$ cat config.mk
export PLATFORM = sky130hd
export DESIGN_NAME = polylut_add_stream_ctrl_flat
export DESIGN_NICKNAME = d
export VERILOG_FILES = /design/src/rtl/polylut_add_stream_ctrl_if.sv /design/src/rtl/polylut_add_stream_ctrl.sv /design/src/flat_wrapper.sv
export SDC_FILE = /design/constraint.sdc
export NUM_CORES = 1
export LEC_CHECK = 0
export CAP_MARGIN = 15
export CORE_AREA = 2 2 226 228
export DETAILED_ROUTE_END_ITERATION = 8
export DIE_AREA = 0 0 228 230
export DONT_BUFFER_PORTS = 1
export GPL_TIMING_DRIVEN = 0
export SYNTH_ARGS = -nofsm -noshare
export SYNTH_HDL_FRONTEND = slang
export SYNTH_SLANG_ARGS = --single-unit
$ cat constraint.sdc
create_clock -name clk -period 9.5 [get_ports clk]
set_clock_uncertainty 0.05 [all_clocks]
set_input_delay 0.475 -clock clk [delete_from_list [all_inputs] [get_ports clk]]
set_output_delay 0.475 -clock clk [all_outputs]
set_load 0.01 [all_outputs]
$ cat src/rtl/polylut_add_stream_ctrl_if.sv
// polylut_add_stream_ctrl_if: feature-vector input stream and classified-result output stream
interface polylut_add_stream_ctrl_if #(
  parameter int IN_W = 112,
  parameter int N_CLS = 5,
  parameter int CLS_W = 5,
  parameter int CLS_IW = (N_CLS > 1) ? $clog2(N_CLS) : 1
);
  logic s_valid;
  logic s_ready;
  logic [IN_W-1:0] s_data;
  logic m_valid;
  logic m_ready;
  logic [N_CLS*CLS_W-1:0] m_scores;
  logic [CLS_IW-1:0] m_class;
  modport slave (input s_valid, s_data, m_ready, output s_ready, m_valid, m_scores, m_class);
  modport master (output s_valid, s_data, m_ready, input s_ready, m_valid, m_scores, m_class);
endinterface

$ cat src/rtl/polylut_add_stream_ctrl.sv
// polylut_add_stream_ctrl: credit-admitted tag tracking, argmax capture and result FIFO around a stall-free pipeline
module polylut_add_stream_ctrl #(
  parameter int IN_W = 112,
  parameter int N_CLS = 5,
  parameter int CLS_W = 5,
  parameter int PIPE_LAT = 10,
  parameter int FIFO_DEPTH = 16,
  parameter int SCORE_SIGNED = 1
) (
  input logic clk,
  input logic rst,
  polylut_add_stream_ctrl_if.slave bus,
  output logic [IN_W-1:0] pipe_in,
  input logic [N_CLS*CLS_W-1:0] pipe_out,
  output logic err_ovf
);
  localparam int SW = N_CLS * CLS_W;
  localparam int CW = (N_CLS > 1) ? $clog2(N_CLS) : 1;
  localparam int AW = $clog2(FIFO_DEPTH);
  localparam int OW = $clog2(FIFO_DEPTH + 1);
  logic [PIPE_LAT-1:0] tag;
  logic [CW+SW-1:0] mem [FIFO_DEPTH];
  logic [AW-1:0] wp, rp;
  logic [AW:0] cnt;
  logic [OW-1:0] occ;
  logic accept, pop, cap, full, wr;
  logic [CW-1:0] best;
  logic [CLS_W-1:0] bv;
  function automatic logic gt(input logic [CLS_W-1:0] a, input logic [CLS_W-1:0] b);
    return (SCORE_SIGNED != 0) ? ($signed(a) > $signed(b)) : (a > b);
  endfunction
  // strict greater-than keeps the lowest index on ties
  always_comb begin
    best = '0;
    bv = pipe_out[CLS_W-1:0];
    for (int i = 1; i < N_CLS; i++)
      if (gt(pipe_out[CLS_W*i +: CLS_W], bv)) begin
        best = CW'(i);
        bv = pipe_out[CLS_W*i +: CLS_W];
      end
  end
  assign pipe_in = bus.s_data;
  assign bus.s_ready = rst & (occ < OW'(FIFO_DEPTH));
  assign accept = bus.s_valid & bus.s_ready;
  assign cap = tag[PIPE_LAT-1];
  assign full = cnt == (AW+1)'(FIFO_DEPTH);
  assign wr = cap & ~full;
  assign bus.m_valid = cnt != '0;
  assign pop = bus.m_valid & bus.m_ready;
  assign {bus.m_class, bus.m_scores} = mem[rp];
  always_ff @(posedge clk)
    if (wr) mem[wp] <= {best, pipe_out};
  always_ff @(posedge clk or negedge rst) begin
    if (!rst) begin
      tag <= '0;
      wp <= '0;
      rp <= '0;
      cnt <= '0;
      occ <= '0;
      err_ovf <= 1'b0;
    end else begin
      tag <= PIPE_LAT'({tag, accept});
      wp <= wr ? wp + AW'(1) : wp;
      rp <= pop ? rp + AW'(1) : rp;
      cnt <= cnt + (AW+1)'(wr) - (AW+1)'(pop);
      occ <= occ + OW'(accept) - OW'(pop);
      err_ovf <= err_ovf | (cap & full) | (pop & (occ == '0));
    end
  end
endmodule

$ cat src/flat_wrapper.sv
// flat-port wrapper written by rule: the top's interface ports become plain ports
module polylut_add_stream_ctrl_flat 
#(
  parameter int IN_W = 112,
  parameter int N_CLS = 5,
  parameter int CLS_W = 5,
  parameter int PIPE_LAT = 10,
  parameter int FIFO_DEPTH = 16,
  parameter int SCORE_SIGNED = 1
)
  (clk, rst, pipe_in, pipe_out, err_ovf, bus_s_valid, bus_s_data, bus_m_ready, bus_s_ready, bus_m_valid, bus_m_scores, bus_m_class);
  polylut_add_stream_ctrl_if #(.IN_W(IN_W), .N_CLS(N_CLS), .CLS_W(CLS_W)) bus_i ();
  input logic clk;
  input logic rst;
  output logic [IN_W-1:0] pipe_in;
  input logic [N_CLS*CLS_W-1:0] pipe_out;
  output logic err_ovf;
  input wire logic [$bits(bus_i.s_valid)-1:0] bus_s_valid;
  input wire logic [$bits(bus_i.s_data)-1:0] bus_s_data;
  input wire logic [$bits(bus_i.m_ready)-1:0] bus_m_ready;
  output wire logic [$bits(bus_i.s_ready)-1:0] bus_s_ready;
  output wire logic [$bits(bus_i.m_valid)-1:0] bus_m_valid;
  output wire logic [$bits(bus_i.m_scores)-1:0] bus_m_scores;
  output wire logic [$bits(bus_i.m_class)-1:0] bus_m_class;
  assign bus_i.s_valid = bus_s_valid;
  assign bus_i.s_data = bus_s_data;
  assign bus_i.m_ready = bus_m_ready;
  assign bus_s_ready = bus_i.s_ready;
  assign bus_m_valid = bus_i.m_valid;
  assign bus_m_scores = bus_i.m_scores;
  assign bus_m_class = bus_i.m_class;
  polylut_add_stream_ctrl #(.IN_W(IN_W), .N_CLS(N_CLS), .CLS_W(CLS_W), .PIPE_LAT(PIPE_LAT), .FIFO_DEPTH(FIFO_DEPTH), .SCORE_SIGNED(SCORE_SIGNED)) u_core (.clk(clk), .rst(rst), .bus(bus_i), .pipe_in(pipe_in), .pipe_out(pipe_out), .err_ovf(err_ovf));
endmodule
== After elaboration in Yosys (flattened, before gate mapping) ==
Memory sizes are Yosys's and may differ from the RTL's.
Index checks and enable logic that the tools add are counted.

* Flip-flop bits (word level): 29
* Memory bits (writable): 448
* Input bits: 141
* Output and inout port bits: 143
* Logic and storage cells: 39
* Memories: 1

{| class="wikitable"
|+ Memories
! name !! words !! bits a word !! rd ports !! clocked after memory_dff !! write ports !! RTL line !! text
|-
| u_core.mem || 16 || 28 || 1 || 0 || 1 || polylut_add_stream_ctrl.sv:22 || <nowiki>logic [CW+SW-1:0] mem [FIFO_DEPTH];</nowiki>
|}

* Add/subtract/negate cells: 6
* $lt $le $gt $ge: 5
* Eq/ne operators: 1
* Mux-type cells: 9
* Bitwise logic cells: 9
* Reductions and logical operators: 2

{| class="wikitable"
|+ Operator list
! operator !! count
|-
| $gt A5 B5 Y1 || 4
|-
| $mux W5 || 3
|-
| $add A5 B1 Y5 || 2
|-
| $sub A5 B1 Y5 || 2
|-
| $mux W3 || 3
|-
| $add A4 B1 Y4 const B || 2
|-
| $and A1 B1 Y1 || 6
|-
| $eq A5 B5 Y1 const B || 1
|-
| $logic_not A5 Y1 || 1
|-
| $lt A5 B5 Y1 const B || 1
|-
| $reduce_bool A5 Y1 || 1
|-
| $mux W1 || 3
|-
| $or A1 B1 Y1 || 2
|-
| $not A1 Y1 || 1
|}

== Longest topological paths before layout ==
* Word-level depth: 8
* Gate-level depth with buffers: 26
* Depth with buffers taken out: 25

== Worst setup path before layout ==
No wires, ideal clock.

* Path type: in2reg
* From: input pipe_out[1]
* To: memory u_core.mem[0][25] (netlist name) (data pin)
* Setup time: 0.291 ns
* Data arrival time: 5.747 ns
* Data required time: 9.159 ns
* Slack: 3.412 ns
* Cell stages on the path: 24
* Path buffers: 1
* Cell sequence: inv_1 ha_1 nor2b_1 o311a_1 o21ai_1 mux2_2 inv_1 ha_1 a21oi_1 o2111ai_1 o211ai_1 clkbuf_1 mux2i_1 ha_1 and3_1 nand3_1 inv_1 o21ai_0 o221ai_1 ha_1 a211o_1 a31oi_1 o22ai_1 a21oi_1

* Longest elaborated chain between the ends: 8
* Elaborated cells between the ends (all ways): 11
* Those cells by class: order compare: 4; mux: 7

{| class="wikitable"
|+ RTL lines
! what !! RTL line !! text
|-
| start: declaration || flat_wrapper.sv:16 || <nowiki>input logic [N_CLS*CLS_W-1:0] pipe_out;</nowiki>
|-
| $gt A5 B5 Y1 || polylut_add_stream_ctrl.sv:30 || <nowiki>return (SCORE_SIGNED != 0) ? ($signed(a) > $signed(b)) : (a > b);</nowiki>
|-
| $mux W5 || polylut_add_stream_ctrl.sv:37 || <nowiki>if (gt(pipe_out[CLS_W*i +: CLS_W], bv)) begin</nowiki>
|-
| $gt A5 B5 Y1 || polylut_add_stream_ctrl.sv:30 ||
|-
| $mux W5 || polylut_add_stream_ctrl.sv:37 ||
|-
| $gt A5 B5 Y1 || polylut_add_stream_ctrl.sv:30 ||
|-
| $mux W5 || polylut_add_stream_ctrl.sv:37 ||
|-
| $gt A5 B5 Y1 || polylut_add_stream_ctrl.sv:30 ||
|-
| $mux W3 (*) || polylut_add_stream_ctrl.sv:37 ||
|-
| net u_core.best[0] || polylut_add_stream_ctrl.sv:27 || <nowiki>logic [CW-1:0] best;</nowiki>
|-
| end: declaration || polylut_add_stream_ctrl.sv:22 ||
|}

Mark *: on every way through the listed nets, which the timed path passes. The rest lies on a longest branch.

== Worst setup path after layout ==
* From: input pipe_out[4]
* To: memory u_core.mem[15][26] (netlist name) (data pin)

* Longest elaborated chain between the ends: 8
* Elaborated cells between the ends (all ways): 10
* Those cells by class: order compare: 4; mux: 6

{| class="wikitable"
|+ RTL lines
! what !! RTL line
|-
| $gt A5 B5 Y1 || polylut_add_stream_ctrl.sv:30
|-
| $mux W5 (*) || polylut_add_stream_ctrl.sv:37
|-
| $gt A5 B5 Y1 || polylut_add_stream_ctrl.sv:30
|-
| $mux W5 || polylut_add_stream_ctrl.sv:37
|-
| $gt A5 B5 Y1 || polylut_add_stream_ctrl.sv:30
|-
| $mux W5 || polylut_add_stream_ctrl.sv:37
|-
| $gt A5 B5 Y1 || polylut_add_stream_ctrl.sv:30
|-
| $mux W3 (*) || polylut_add_stream_ctrl.sv:37
|-
| net u_core.best[1] || polylut_add_stream_ctrl.sv:27
|}

Marked as above.

==> out/metrics.json <==
{
  "status": {
    "outcome": "complete, no violations"
  },
  "drt": {
    "wl_per_cell_um": 24.8,
    "via_per_inst": 5.23,
    "drt_wl_total_um": 44200,
    "drt-initial-drc-count": 785,
    "route.detailed.drc": 0,
    "antenna_violating_nets_post_route": 0,
    "detailedRoute.firstPassIterationCount": 4,
    "via_count": 9321
  },
  "pwr": {
    "vdd_ir_drop_max_uv": 147,
    "p_leak_nw": 7.76,
    "power_density_over_the_cells_nw_per_um2": 267
  },
  "clock_tree": {
    "clock_insertion_delay_worst_skew_ns": 0.58,
    "holdBufCountCts": 28,
    "sinks_on_clock_net": 477,
    "setup_buffers_after_cts": 0,
    "root_buffer": "sky130_fd_sc_hd__clkbuf_16",
    "h-tree-depth": 2,
    "clockBufferDepth": 3,
    "cts_tree": "yes",
    "clkSlewWorstSetupHoldPaths_ns": 0.06,
    "cts_repair_resize_count": 0,
    "numCtsBuffers": 47
  },
  "floorplanning": {
    "die-area_sq_um": 52400,
    "fp.dieH_um": 230,
    "initial_utilization_pct": 39.7,
    "fp-row-count": 82,
    "fp.coreArea_sq_um": 49900,
    "die_x_um": 228,
    "io_pins": 284
  },
  "logic_synthesis": {
    "synth.lib_cells_used.distinct": 47,
    "post_synth_edffs": 448,
    "synth_top_area_cell": "sky130_fd_sc_hd__edfxtp_1",
    "syn-instance-count": 968,
    "syn_area_sq_um": 19800,
    "post_synth.cell_area_avg_sq_um": 20.5,
    "yosys_warnings": 0,
    "synth_ff_type": "sky130_fd_sc_hd__edfxtp_1",
    "cell_types_occupying_the_most_area_after_synthesis": "sky130_fd_sc_hd__edfxtp_1 68%, sky130_fd_sc_hd__mux4_2 16%, sky130_fd_sc_hd__buf_4 4.2%, sky130_fd_sc_hd__dfrtp_1 3.7%, sky130_fd_sc_hd__ha_1 2.3%",
    "synth_sequential_area_ratio_pct": 71.5,
    "synthDominantCellAreaShare_pct": 67.9,
    "synth.ff_latch_count": 477,
    "postSynthNetCount": 1148,
    "async_flop_share_pct": 6.08
  },
  "final_layout": {
    "layout.core_utilization_pct": 46.1,
    "layout_common_cells": "448 x sky130_fd_sc_hd__edfxtp_1, 140 x sky130_fd_sc_hd__mux4_2, 114 x sky130_fd_sc_hd__buf_4",
    "postLayoutCellArea_sq_um": 23000,
    "mostFrequentLayoutCell": "sky130_fd_sc_hd__edfxtp_1",
    "drive_gt1_share_pct": 33.6,
    "filler_cell_count": 4232,
    "fin_nets": 1253,
    "flow.area_growth_from_synthesis_pct": 16.0
  },
  "global_routing": {
    "grt_first_pass_wirelength_um": 65000,
    "grt_start_max_net_pins": 30,
    "grt.total_usage_pct": 17.0,
    "grt_antenna_before_repair": 5,
    "gr-total-overflow": 0,
    "first_global_vias": 9612
  },
  "min_path": {
    "hold_path_class": "in2reg"
  },
  "timing": {
    "final_hold_viol_count": 0,
    "report.final.setup_viol": 0,
    "worst_pin_slew_ns": 1.10,
    "slew_headroom_pct": 26.7,
    "achievable-frequency_mhz": 148,
    "fin_tns_setup_ns": 0,
    "unrepaired_setup_endpoints_after_global_routing": "no",
    "timing_max_transition_violations_final": 0,
    "timing.final.crit_share_pct": 71.2,
    "post-route-worst-setup-slack_ns": 2.74,
    "post_layout_minimum_cycle_time_ns": 6.76,
    "holdWs_ns": 0.229
  },
  "critical_path": {
    "critPathMaxFanout": 16,
    "critPathArrivalTime_ns": 6.93,
    "path_class": "in2reg",
    "r2r_slack_ns": 6.24,
    "wp_data_required_ns": 9.67,
    "setup.worst_path.end_class": "flip-flop",
    "startpoint_type": "input pin"
  },
  "place": {
    "place_hpwl_um": 28500,
    "gpl.final_weighted_congestion": 0.759,
    "pre_cts_slack_ns": 1.92,
    "place_area_sq_um": 21200,
    "io_buffer_count": 0
  },
  "job": {
    "max-cap-violations": 0
  }
}
[metal layers]
metal	GRT usage, %	part of all wire [%]	vias up
met4	5.33	2.3	4
met5	0	0.061	-
met1	23.4	43	4963
met3	3.84	6.4	74
met2	26.9	48	275
li1	-	-	4005
[registers in the layout, summed over array words and instances, names as in the netlist]
name	flops
u_core.mem	448
u_core.err_ovf	1
u_core.wp	4
u_core.occ	5
u_core.cnt	5
u_core.tag	10
u_core.rp	4
[path summary, 6_finish.rpt]
kind | startpoint | to | depth (start not counted)
max in group asynchronous | rst | u_core.cnt[0] | 2
min | rst | u_core.tag[0] | 2
min reg2reg | u_core.tag[5] | u_core.tag[6] | 0
max reg2reg | u_core.cnt[3] | u_core.cnt[4] | 15
max | pipe_out[4] | u_core.mem[15][26] | 25
min in group asynchronous | rst | u_core.occ[2] | 2
[critical path, cell delays in order]
cell and delay (ns):
sky130_fd_sc_hd__inv_1 0.05, sky130_fd_sc_hd__ha_1 0.33, sky130_fd_sc_hd__nor3b_1 0.26, sky130_fd_sc_hd__a21oi_1 0.10, sky130_fd_sc_hd__o21ai_1 0.40, sky130_fd_sc_hd__mux2_2 0.43
sky130_fd_sc_hd__inv_1 0.07, sky130_fd_sc_hd__ha_1 0.24, sky130_fd_sc_hd__a21oi_1 0.14, sky130_fd_sc_hd__o2111ai_1 0.16, sky130_fd_sc_hd__o211ai_1 0.20, sky130_fd_sc_hd__clkbuf_1 0.41
sky130_fd_sc_hd__mux2i_1 0.32, sky130_fd_sc_hd__ha_1 0.29, sky130_fd_sc_hd__and3_1 0.16, sky130_fd_sc_hd__nand3_1 0.22, sky130_fd_sc_hd__inv_1 0.09, sky130_fd_sc_hd__o21ai_0 0.31
sky130_fd_sc_hd__o221ai_1 0.24, sky130_fd_sc_hd__ha_1 0.36, sky130_fd_sc_hd__a211o_1 0.29, sky130_fd_sc_hd__a31oi_1 0.15, sky130_fd_sc_hd__o22ai_1 0.16, sky130_fd_sc_hd__buf_4 0.22
sky130_fd_sc_hd__nor2_1 0.83
[stage by stage]
step           instances  power [mW]
2_1_floorplan        968        3.88
3_3_place_gp        1640        4.35
3_5_place_dp        1664        4.41
4_1_cts             1777        6.23
5_1_grt             1781        6.44
6_report            1782        6.14
[power by group]
part           switching (mW)  internal [mW]
clock                   0.753           1.02
combinational           0.997          0.880
sequential             0.0436           2.45
[kinds of logic after synthesis]
logic type / Yosys count / synth area share [%]
multiplexers: 149 / 16.4
buffers and inverters: 189 / 6.01
AO/OA/AOI/OAI: 39 / 1.36
adder cells (fa/ha/maj): 39 / 2.54
flip-flops: 477 / 71.5
XOR/XNOR: 14 / 0.619
AND/OR/NAND/NOR: 61 / 1.55
[cell type report]
cell class	count	area, sq um	share of cell area, %
sequential	477	14200	61.7
multi-input combinational	302	4560	19.8
clock buffer	63	1280	5.56
buffer	149	1040	4.53
tap	672	841	3.66
timing repair buffer	56	759	3.30
clock inverter	22	173	0.751
inverter	40	150	0.653
antenna	1	2.50	0.0109
[cell usage after synthesis (all sizes together) (2+ instances only)]
cell,number
fa,2
nand4,3
nor2b,3
and3,3
xor2,3
o22ai,2
a31oi,2
a21o,3
xnor2,11
mux4,140
mux2i,5
buf,135
and2,3
a21oi,10
nor3,5
o221ai,3
mux2,4
inv,40
nand2b,4
a211o,4
nand3,3
dfrtp,29
o211a,2
nor2,21
clkbuf,14
o21ai,6
edfxtp,448
nand2,10
ha,37
(Power assumes the default switching activity.)
